[src/rtl/fltadd_pkg.sv]
// Shared types and constants for the half-precision adder sequencer:
// FSM state encoding, field positions of the 16-bit float and default memory map.
package fltadd_pkg;

    typedef enum logic [2:0] {
        S_IDLE,
        S_ARM,
        S_LOAD,
        S_ALIGN,
        S_ADD,
        S_STORE,
        S_DONE
    } state_t;

    localparam int EXP_W    = 5;
    localparam int MANT_W   = 10;
    localparam int SIGN_BIT = 15;
    localparam int EXP_MSB  = 14;
    localparam int EXP_LSB  = 10;

    localparam logic [7:0] OP_BASE_DEF   = 8'd8;
    localparam logic [7:0] RES_BASE_DEF  = 8'd12;
    localparam int         MAX_SHIFT_DEF = 11;

    localparam logic [2:0] LOAD_LAST  = 3'd4;
    localparam logic [2:0] STORE_LAST = 3'd1;

    // Hidden bit is always 1, including for exponent 0.
    function automatic logic [MANT_W:0] full_mant(input logic [15:0] h);
        return {1'b1, h[MANT_W-1:0]};
    endfunction

endpackage

[src/rtl/mant_aligner.sv]
// Loadable 11-bit right shifter that shifts one bit per cycle until its
// down-counter expires; used to align the smaller-exponent mantissa.
module mant_aligner
    import fltadd_pkg::*;
(
    input  logic              clk,
    input  logic              reset,
    input  logic              i_load,
    input  logic [MANT_W:0]   i_mant,
    input  logic [3:0]        i_shamt,
    output logic [MANT_W:0]   o_mant,
    output logic              o_zero
);

    logic [MANT_W:0] r_mant;
    logic [3:0]      r_cnt;

    always_ff @(posedge clk) begin
        if (reset) begin
            r_mant <= '0;
            r_cnt  <= '0;
        end else if (i_load) begin
            r_mant <= i_mant;
            r_cnt  <= i_shamt;
        end else if (r_cnt != 4'd0) begin
            r_mant <= r_mant >> 1;
            r_cnt  <= r_cnt - 4'd1;
        end
    end

    assign o_mant = r_mant;
    // Asserted when the counter reaches zero at the coming edge, so the waiting
    // FSM can leave exactly after the final shift.
    assign o_zero = (r_cnt <= 4'd1);

endmodule

[src/rtl/fltadd_sequencer.sv]
// Multi-cycle half-precision float adder controller: fetches two operands from
// memory, aligns exponents serially, adds with truncation and writes the sum back.
module fltadd_sequencer
    import fltadd_pkg::*;
#(
    parameter logic [7:0] OP_BASE   = OP_BASE_DEF,
    parameter logic [7:0] RES_BASE  = RES_BASE_DEF,
    parameter int         MAX_SHIFT = MAX_SHIFT_DEF
) (
    input  logic       clk,
    input  logic       reset,
    input  logic       start,
    output logic       done,
    output logic       busy,
    output logic [7:0] DataAddress,
    output logic       ReadMem,
    output logic       WriteMem,
    output logic [7:0] DataIn,
    input  logic [7:0] DataOut,
    output logic       sub_err,
    output logic       exp_ovf
);

    localparam logic [EXP_W-1:0] SHIFT_CAP = EXP_W'(MAX_SHIFT);

    state_t             r_state;
    state_t             w_state_next;
    logic [2:0]         r_cnt;
    logic [7:0]         r_b0, r_b1, r_b2;
    logic [MANT_W:0]    r_mant_big;
    logic [EXP_W-1:0]   r_exp3;
    logic [MANT_W-1:0]  r_mant3;
    logic               r_sign;
    logic               r_sub_err;
    logic               r_exp_ovf;

    logic [15:0]        w_op1, w_op2;
    logic [EXP_W-1:0]   w_e1, w_e2, w_d;
    logic               w_e1_ge;
    logic [3:0]         w_k;
    logic               w_sign_diff;
    logic               w_load_last;
    logic [MANT_W:0]    w_small;
    logic               w_align_zero;
    logic [MANT_W+1:0]  w_sum;
    logic [EXP_W:0]     w_exp_inc;

    // Operand 2 high byte is taken straight off the bus on the last LOAD cycle.
    assign w_op1       = {r_b1, r_b0};
    assign w_op2       = {DataOut, r_b2};
    assign w_e1        = w_op1[EXP_MSB:EXP_LSB];
    assign w_e2        = w_op2[EXP_MSB:EXP_LSB];
    assign w_e1_ge     = (w_e1 >= w_e2);
    assign w_d         = w_e1_ge ? (w_e1 - w_e2) : (w_e2 - w_e1);
    assign w_k         = (w_d > SHIFT_CAP) ? SHIFT_CAP[3:0] : w_d[3:0];
    assign w_sign_diff = w_op1[SIGN_BIT] ^ w_op2[SIGN_BIT];
    assign w_load_last = (r_state == S_LOAD) && (r_cnt == LOAD_LAST);

    mant_aligner u_aligner (
        .clk     (clk),
        .reset   (reset),
        .i_load  (w_load_last),
        .i_mant  (w_e1_ge ? full_mant(w_op2) : full_mant(w_op1)),
        .i_shamt (w_k),
        .o_mant  (w_small),
        .o_zero  (w_align_zero)
    );

    assign w_sum     = {1'b0, r_mant_big} + {1'b0, w_small};
    assign w_exp_inc = {1'b0, r_exp3} + {{EXP_W{1'b0}}, 1'b1};

    always_comb begin
        w_state_next = r_state;
        case (r_state)
            S_IDLE:  if (start) w_state_next = S_ARM;
            S_ARM:   if (!start) w_state_next = S_LOAD;
            S_LOAD: begin
                if (r_cnt == LOAD_LAST) begin
                    if (w_sign_diff)      w_state_next = S_STORE;
                    else if (w_k == 4'd0) w_state_next = S_ADD;
                    else                  w_state_next = S_ALIGN;
                end
            end
            S_ALIGN: if (w_align_zero) w_state_next = S_ADD;
            S_ADD:   w_state_next = S_STORE;
            S_STORE: if (r_cnt == STORE_LAST) w_state_next = S_DONE;
            S_DONE:  w_state_next = S_DONE;
            default: w_state_next = S_IDLE;
        endcase
        // Start acts as an abort/re-arm from anywhere.
        if (start) w_state_next = S_ARM;
    end

    always_ff @(posedge clk) begin
        if (reset) begin
            r_state    <= S_IDLE;
            r_cnt      <= '0;
            r_b0       <= '0;
            r_b1       <= '0;
            r_b2       <= '0;
            r_mant_big <= '0;
            r_exp3     <= '0;
            r_mant3    <= '0;
            r_sign     <= 1'b0;
            r_sub_err  <= 1'b0;
            r_exp_ovf  <= 1'b0;
        end else begin
            r_state <= w_state_next;
            r_cnt   <= (w_state_next != r_state) ? 3'd0 : r_cnt + 3'd1;

            if (r_state == S_LOAD) begin
                case (r_cnt)
                    3'd1:    r_b0 <= DataOut;
                    3'd2:    r_b1 <= DataOut;
                    3'd3:    r_b2 <= DataOut;
                    default: ;
                endcase
            end

            if (start) begin
                r_sub_err <= 1'b0;
                r_exp_ovf <= 1'b0;
            end else if (w_load_last) begin
                if (w_sign_diff) begin
                    r_sub_err <= 1'b1;
                    r_mant3   <= '0;
                    r_exp3    <= '0;
                    r_sign    <= 1'b0;
                end else begin
                    r_exp3     <= w_e1_ge ? w_e1 : w_e2;
                    r_mant_big <= w_e1_ge ? full_mant(w_op1) : full_mant(w_op2);
                    r_sign     <= w_op1[SIGN_BIT];
                end
            end else if (r_state == S_ADD) begin
                if (w_sum[MANT_W+1]) begin
                    r_mant3   <= w_sum[MANT_W:1];
                    r_exp3    <= w_exp_inc[EXP_W-1:0];
                    r_exp_ovf <= w_exp_inc[EXP_W];
                end else begin
                    r_mant3 <= w_sum[MANT_W-1:0];
                end
            end
        end
    end

    // Strobes are gated by start so an abort suppresses the in-flight access.
    always_comb begin
        ReadMem     = 1'b0;
        WriteMem    = 1'b0;
        DataAddress = 8'd0;
        DataIn      = 8'd0;
        if (r_state == S_LOAD && r_cnt < LOAD_LAST) begin
            ReadMem     = !start;
            DataAddress = OP_BASE + {5'd0, r_cnt};
        end else if (r_state == S_STORE) begin
            WriteMem    = !start;
            DataAddress = RES_BASE + {7'd0, r_cnt[0]};
            DataIn      = r_cnt[0] ? {r_sign, r_exp3, r_mant3[MANT_W-1:8]} : r_mant3[7:0];
        end
    end

    assign done    = (r_state == S_DONE);
    assign busy    = (r_state != S_IDLE) && (r_state != S_DONE);
    assign sub_err = r_sub_err;
    assign exp_ovf = r_exp_ovf;

endmodule

[config.mk]
export PLATFORM = sky130hd
export DESIGN_NAME = fltadd_sequencer
export DESIGN_NICKNAME = d
export VERILOG_FILES = /design/src/rtl/fltadd_pkg.sv /design/src/rtl/mant_aligner.sv /design/src/rtl/fltadd_sequencer.sv
export SDC_FILE = /design/constraint.sdc
export NUM_CORES = 1
export LEC_CHECK = 0
export ABC_AREA = 1
export CAP_MARGIN = 20
export CORE_AREA = 10 10 98 165
export CTS_BUF_LIST = sky130_fd_sc_hd__clkbuf_16
export DETAILED_ROUTE_END_ITERATION = 10
export DIE_AREA = 0 0 108 175
export SLEW_MARGIN = 20
export SYNTH_ARGS = -nofsm -noshare
export SYNTH_HDL_FRONTEND = slang
export SYNTH_SLANG_ARGS = --single-unit
[constraint.sdc]
create_clock -name clk -period 5.1 [get_ports clk]
set_input_delay 1.02 -clock clk [delete_from_list [all_inputs] [get_ports clk]]
set_output_delay 1.02 -clock clk [all_outputs]
set_load 0.01 [all_outputs]
==> flow_summary.toml, run 1 <==
[pwr]
vdd_ir_drop_max_uv = 162
power.density_nw_per_um2 = 319
leakage_nw = 2.24

[placed_design]
place_inst = 844
gpl.final_weighted_congestion = 0.894
numPortBuffers = 28
dp_hpwl_um = 9950

[sta]
finalHoldViolations = 0
setup-violations-final = 0
fmaxAchievable_ghz = 0.274
slew_violations = 0
hold_ws_ps = 468
period_minus_slack_ps = 3650
min_period_over_period_pct = 71.6
slew-limit-headroom_pct = 40.4
tns_ps = 0
max_slew.worst_pin.slew_ps = 890
skew_ps = 4.77
rsz0062_at_grt = "no"

[global_routing]
grt.overflow.total = 0
groute.usage.overall_pct = 13.6
first_pass_grt_wire_length_um = 21000
pin_count_of_the_biggest_net_entering_global_routing = 38
antenna_violations_before_repair = 0
number_of_global_route_vias_before_repair = 4375

[final_layout]
fillerInstances = 1403
drive_gt1_share_pct = 7.14
layout-area-overhead-vs-synth_pct = 14.9
seq_area_sq_um = 1480
instances_no_fill = 860
layout.nets = 725
antenna-diode-count = 0
multiInputGateArea_sq_um = 2710

[synthesis]
synth.cell_area_sq_um = 4610
ys_ff_latch = 74
post_synth_edffs = 0
yosysSeqAreaShare_pct = 32.2
postSynthAreaPerCell_sq_um = 6.89
predominant_post_synthesis_flop_cell = "sky130_fd_sc_hd__dfxtp_1"
async_reset_ff_share_pct = 0
yosysWarnings = 0
synth_cells = 668
synthDistinctLibCells = 50

[floorplanning]
die_area_sq_um = 18900
die_height_um = 175
initial_standard_cell_utilization_of_the_core_pct = 34.4
die_width_um = 108
placeable_core_region_sq_um = 13400
core.rowCount = 56
io_pins = 33

[cts]
htree_num_levels = 3
ctsResizeCount = 0
clk_pin_slew_worst_paths_ps = 60
clock-root-buffer = "sky130_fd_sc_hd__clkbuf_16"
tritoncts = "built"
numClockSinks = 74
cts_buffer_depth = 2
cts_setup_buffers = 0
numCtsBuffers = 9
clk-insertion-delay-late_ps = 340
post_cts_hold_buffer_count = 0

[setup_path]
crit_path_max_incr_delay_ps = 510
cp_num_buf_inv = 2
timing.critical_path.depth = 19
crit_path_cell_trace = "clkdlybuf4s50_1, inv_1, ha_1, nand2_2, nand2_2, nor2_2, nor2_2, nor2_4, nand2_1, nand2_1, nand3_2, o21ai_2, nand2_1, nand2_1, nand2_1, nand2_1, nand2_1, nand2_2, nor3_1"
startpoint = "DataOut[4]"
worst-r2r-setup-slack_ps = 2070
timing.rr.start = "r_cnt[0]"
crit_arrival_ps = 3860
worst_path_dominant_cell_family = "simple AND/OR/NAND/NOR gates"
worstReg2RegEnd = "r_cnt[0]"
critical-path-top-cell-by-count = "sky130_fd_sc_hd__nand2_1"
critPathSlowestCell = "sky130_fd_sc_hd__clkdlybuf4s50_1"
worst-endpoint-required_ps = 5300
type_of_origin_of_the_critical_path = "input port"
critical_path.endpoint = "r_cnt[0]"
critical_path_peak_fanout = 26
critPathCaptureType = "register"
crit_type = "input port to register"
cell_depth_of_the_worst_flop_to_flop_path = 11

[detailed_routing]
wire_per_inst_um = 14.7
drc_errors = 0
drt_pass1_iterations = 5
via_count = 4460
routed_wl_um = 12700
route.detailed.vias_per_inst = 5.19
drt-initial-drc-count = 281
final_antenna_net_count = 0

[flow_run]
maxCapViolations = 0

[status]
outcome = "finished, final reports clean"

[worst_hold_path]
holdCritPathClass = "register to register"
[flip-flops by register name, summed over array words and instances (netlist names)]
| name | flops |
|---|---|
| r_mant_big | 11 |
| u_aligner.o_mant | 11 |
| r_mant3 | 10 |
| r_b0 | 8 |
| r_b1 | 8 |
| r_b2 | 8 |
| r_exp3 | 5 |
| u_aligner.r_cnt | 4 |
| r_cnt | 3 |
| r_state | 3 |
| exp_ovf | 1 |
| r_sign | 1 |
| sub_err | 1 |
[cells in the mapped netlist, types with 2 or more instances]
library cell               number  share of area (%)
sky130_fd_sc_hd__inv_1         65                5.3
sky130_fd_sc_hd__nand4_1        4               0.54
sky130_fd_sc_hd__buf_2          2               0.22
sky130_fd_sc_hd__a221oi_1       2               0.38
sky130_fd_sc_hd__o22ai_1        2               0.27
sky130_fd_sc_hd__nand3_1       18                2.0
sky130_fd_sc_hd__buf_4          5               0.82
sky130_fd_sc_hd__clkbuf_1      21                1.7
sky130_fd_sc_hd__o21ai_0       91                9.9
sky130_fd_sc_hd__nor2_4         2               0.49
sky130_fd_sc_hd__nor2_1        74                6.0
sky130_fd_sc_hd__dfxtp_1       74                 32
sky130_fd_sc_hd__nand2_4        5                1.2
sky130_fd_sc_hd__fa_1           3                1.3
sky130_fd_sc_hd__a211oi_1       3               0.49
sky130_fd_sc_hd__a31oi_1       11                1.5
sky130_fd_sc_hd__o221ai_1       2               0.38
sky130_fd_sc_hd__nand2_2        6               0.82
sky130_fd_sc_hd__nor3_1         8               0.87
sky130_fd_sc_hd__a21oi_1       67                7.3
sky130_fd_sc_hd__inv_2          6               0.49
sky130_fd_sc_hd__nand2_1      125                 10
sky130_fd_sc_hd__nor2_2         5               0.68
sky130_fd_sc_hd__xor2_1         8                1.5
sky130_fd_sc_hd__xnor2_1        4               0.76
sky130_fd_sc_hd__a21oi_2        2               0.38
sky130_fd_sc_hd__ha_1          30                8.1
[stage by stage]
step	util [%]	power, mW	instance area [sq um]	worst slack (ps)
floorplan	-	0.921	4620	2270
global placement	37.2	1.00	4970	1280
detailed placement	37.2	1.02	4970	1130
CTS	39.5	1.70	5290	1480
global route	39.5	1.78	5290	1150
finish	39.5	1.69	5290	1450
[cells in the final DEF (no fill, tap or decap), types with 4 or more instances in the layout]
| master | count |
|---|---|
| sky130_fd_sc_hd__nand2_1 | 125 |
| sky130_fd_sc_hd__a31oi_1 | 11 |
| sky130_fd_sc_hd__inv_1 | 66 |
| sky130_fd_sc_hd__clkdlybuf4s50_1 | 28 |
| sky130_fd_sc_hd__conb_1 | 4 |
| sky130_fd_sc_hd__xor2_1 | 8 |
| sky130_fd_sc_hd__a21oi_1 | 67 |
| sky130_fd_sc_hd__clkbuf_16 | 9 |
| sky130_fd_sc_hd__nor3_1 | 8 |
| sky130_fd_sc_hd__nand2_2 | 6 |
| sky130_fd_sc_hd__xnor2_1 | 4 |
| sky130_fd_sc_hd__inv_2 | 6 |
| sky130_fd_sc_hd__nor2_2 | 5 |
| sky130_fd_sc_hd__nand4_1 | 4 |
| sky130_fd_sc_hd__dfxtp_1 | 74 |
| sky130_fd_sc_hd__ha_1 | 30 |
| sky130_fd_sc_hd__nand3_1 | 18 |
| sky130_fd_sc_hd__nand2_4 | 5 |
| sky130_fd_sc_hd__nor2_1 | 74 |
| sky130_fd_sc_hd__o21ai_0 | 91 |
[logic make-up after synthesis]
| logic type | after synthesis | share of synthesized area [%] |
|---|---|---|
| xor+xnor | 12 | 2.28 |
| buf+inv | 103 | 9.29 |
| other cells | 1 | 0.0814 |
| simple gates | 250 | 23.3 |
| compound gates | 195 | 23.4 |
| flops | 74 | 32.2 |
| fa+ha+maj | 33 | 9.45 |
[worst min path at each step]
stage                              start              endpoint  depth (start not counted)
finish                           r_b2[7]               r_b2[7]                          2
global route        u_aligner.o_mant[10]  u_aligner.o_mant[10]                          2
CTS                              r_b2[7]               r_b2[7]                          2
detailed placement               r_b2[7]               r_b2[7]                          2
global placement                 r_b2[7]               r_b2[7]                          2
floorplan                        r_b2[7]               r_b2[7]                          2
[cell type report]
type | instances | area share, %
timing repair buffer | 30 | 5.58
clock inverter | 7 | 1.80
multi-input combinational | 494 | 51.2
sequential | 74 | 28.0
inverter | 72 | 5.11
clock buffer | 9 | 4.26
tap | 174 | 4.11
[worst min-delay path, delay by kind of cell, from the launching register on]
family	cells	cell delay (ps)
compound gates	1	50
buf+inv	1	60
flops	1	310
[routing by layer]
| layer | track usage [%] | up-vias | wire length, um |
|---|---|---|---|
| met4 | 5.26 | 0 | 252 |
| met5 | 0 | - | 0 |
| met2 | 25.1 | 107 | 6930 |
| met1 | 14.5 | 2105 | 4990 |
| li1 | - | 2229 | - |
| met3 | 2.76 | 19 | 505 |
[report_power, final]
part | leakage (nW) | total, mW | internal (mW) | switching (mW)
registers | 0.599 | 0.656 | 0.620 | 0.0369
clock network | 0.149 | 0.682 | 0.427 | 0.255
logic | 1.49 | 0.350 | 0.126 | 0.224
Power figures use the tool's default switching activity.
==> inputs of run 2 (changes only) <==
clock period = 3.09 ns   (was 5.1 ns; I/O delays follow)
==> run 2 against run 1 <==
- combinational power up 70%
- final area up 2.6%
- critical path depth down 2
- setup slack worse by 1200 ps
- flip-flop and latch count unchanged
- sequential share of layout area down 0.70 points
- critical endpoint unchanged
- largest cell class unchanged
- largest power group unchanged
==> flow_summary.toml, run 2 (same netlist as run 1, synthesis figures left out) <==
[setup_path]
critical-path-top-cell-by-count = "sky130_fd_sc_hd__nand2_1"
critPathCaptureType = "register"
crit_type = "input port to register"
type_of_origin_of_the_critical_path = "input port"
critical_path_peak_fanout = 3
crit_path_max_incr_delay_ps = 500
worst_path_dominant_cell_family = "simple AND/OR/NAND/NOR gates"
crit_arrival_ps = 3050
cp_num_buf_inv = 3
worst-endpoint-required_ps = 3340
worst-r2r-setup-slack_ps = 640
crit_path_cell_trace = "clkdlybuf4s50_1, inv_1, ha_1, fa_1, inv_1, nand3_1, nand3_1, nand2_1, nand2_1, nand2_1, nand2_1, nand2_2, o21bai_2, nand4_1, nand2_1, nand3_1, nor3_1"
startpoint = "DataOut[2]"
critPathSlowestCell = "sky130_fd_sc_hd__clkdlybuf4s50_1"
timing.rr.start = "r_state[1]"

[floorplanning]
die_width_um = 108
placeable_core_region_sq_um = 13400
core.rowCount = 56
die_height_um = 175
io_pins = 33
die_area_sq_um = 18900
initial_standard_cell_utilization_of_the_core_pct = 34.4

[cts]
numClockSinks = 74
numCtsBuffers = 9
tritoncts = "built"
clk-insertion-delay-late_ps = 340
cts_setup_buffers = 0
clock-root-buffer = "sky130_fd_sc_hd__clkbuf_16"
cts_buffer_depth = 2
htree_num_levels = 3
post_cts_hold_buffer_count = 0
clk_pin_slew_worst_paths_ps = 60
ctsResizeCount = 0

[global_routing]
pin_count_of_the_biggest_net_entering_global_routing = 57
number_of_global_route_vias_before_repair = 4269
antenna_violations_before_repair = 0
grt.overflow.total = 0
first_pass_grt_wire_length_um = 20800
groute.usage.overall_pct = 13.5

[sta]
slew-limit-headroom_pct = 64.4
rsz0062_at_grt = "no"
finalHoldViolations = 0
fmaxAchievable_ghz = 0.356
slew_violations = 0
skew_ps = 5.60
setup-violations-final = 0
max_slew.worst_pin.slew_ps = 532
period_minus_slack_ps = 2810
min_period_over_period_pct = 90.8

[flow_run]
maxCapViolations = 0

[final_layout]
antenna-diode-count = 0
layout_common_cells = "sky130_fd_sc_hd__nand2_1, sky130_fd_sc_hd__o21ai_0, sky130_fd_sc_hd__nor2_1, sky130_fd_sc_hd__dfxtp_1, sky130_fd_sc_hd__a21oi_1"
layout-area-overhead-vs-synth_pct = 17.9
layout.nets = 741
drive_gt1_share_pct = 9.40
fillerInstances = 1408
final_common_cell = "sky130_fd_sc_hd__nand2_1"
multiInputGateArea_sq_um = 2710
layout.core_utilization_pct = 40.6
seq_area_sq_um = 1480

[detailed_routing]
drc_errors = 0
drt_pass1_iterations = 5
route.detailed.vias_per_inst = 5.00
routed_wl_um = 12500
final_antenna_net_count = 0
wire_per_inst_um = 14.3
via_count = 4384
drt-initial-drc-count = 242

[pwr]
leakage_nw = 2.32
vdd_ir_drop_max_uv = 270
power.density_nw_per_um2 = 521
totalPowerFinal_mw = 2.83

[placed_design]
dp_hpwl_um = 9810
gpl.final_weighted_congestion = 0.878
numPortBuffers = 28

[worst_hold_path]
holdCritPathClass = "register to register"
hold_path_startpoint = "r_mant3[5]"

[status]
outcome = "finished, final reports clean"
run 2: layer usage:
| metal | wire length, um | GRT usage [%] | vias up |
|---|---|---|---|
| met5 | 0 | 0 | - |
| met4 | 437 | 7.10 | 0 |
| met3 | 507 | 2.32 | 22 |
| met2 | 6560 | 24.0 | 94 |
| met1 | 5030 | 14.6 | 2003 |
| li1 | - | - | 2265 |
run 2: where the power goes:
group | switching (mW) | internal [mW]
Combinational | 0.373 | 0.222
Sequential | 0.0591 | 1.02
Clock | 0.436 | 0.714
Total | 0.868 | 1.96
run 2: stage by stage:
stage	cell area (sq um)	TNS, ps	hold slack (ps)	std cells	setup slack [ps]
after global routing	5430	0	497	876	44.9
after detailed placement	5100	-41.9	459	860	-23.4
after global placement	5100	0	457	860	28.5
final	5430	0	469	876	284
after floorplan	4620	0	444	671	664
after CTS	5430	0	469	876	266
run 2: worst reg2reg max path: stages (launching register included):
cell                       delay, ps
sky130_fd_sc_hd__dfxtp_1         400
sky130_fd_sc_hd__inv_1            80
sky130_fd_sc_hd__nor2_1           90
sky130_fd_sc_hd__inv_1            60
sky130_fd_sc_hd__nor2_2          150
sky130_fd_sc_hd__inv_2            80
sky130_fd_sc_hd__nor2_4          270
sky130_fd_sc_hd__inv_2           130
sky130_fd_sc_hd__nor2_1          170
sky130_fd_sc_hd__inv_2            90
sky130_fd_sc_hd__a21oi_2         420
sky130_fd_sc_hd__o21ai_0         170
sky130_fd_sc_hd__o221ai_1        190
sky130_fd_sc_hd__inv_1            50
run 2: path summary, 6_finish.rpt:
path | end | cells past startpoint
setup / recovery | r_cnt[0] | 17
hold / removal | r_mant3[5] | 2
setup reg to reg | r_mant3[7] | 13
hold reg to reg | r_mant3[5] | 2
run 2: cell type report:
type / instances / area share, %
multi-input combinational: 494 / 49.9
sequential: 74 / 27.3
timing repair buffer: 46 / 7.88
inverter: 72 / 4.98
clock buffer: 9 / 4.15
tap: 174 / 4.01
clock inverter: 7 / 1.82
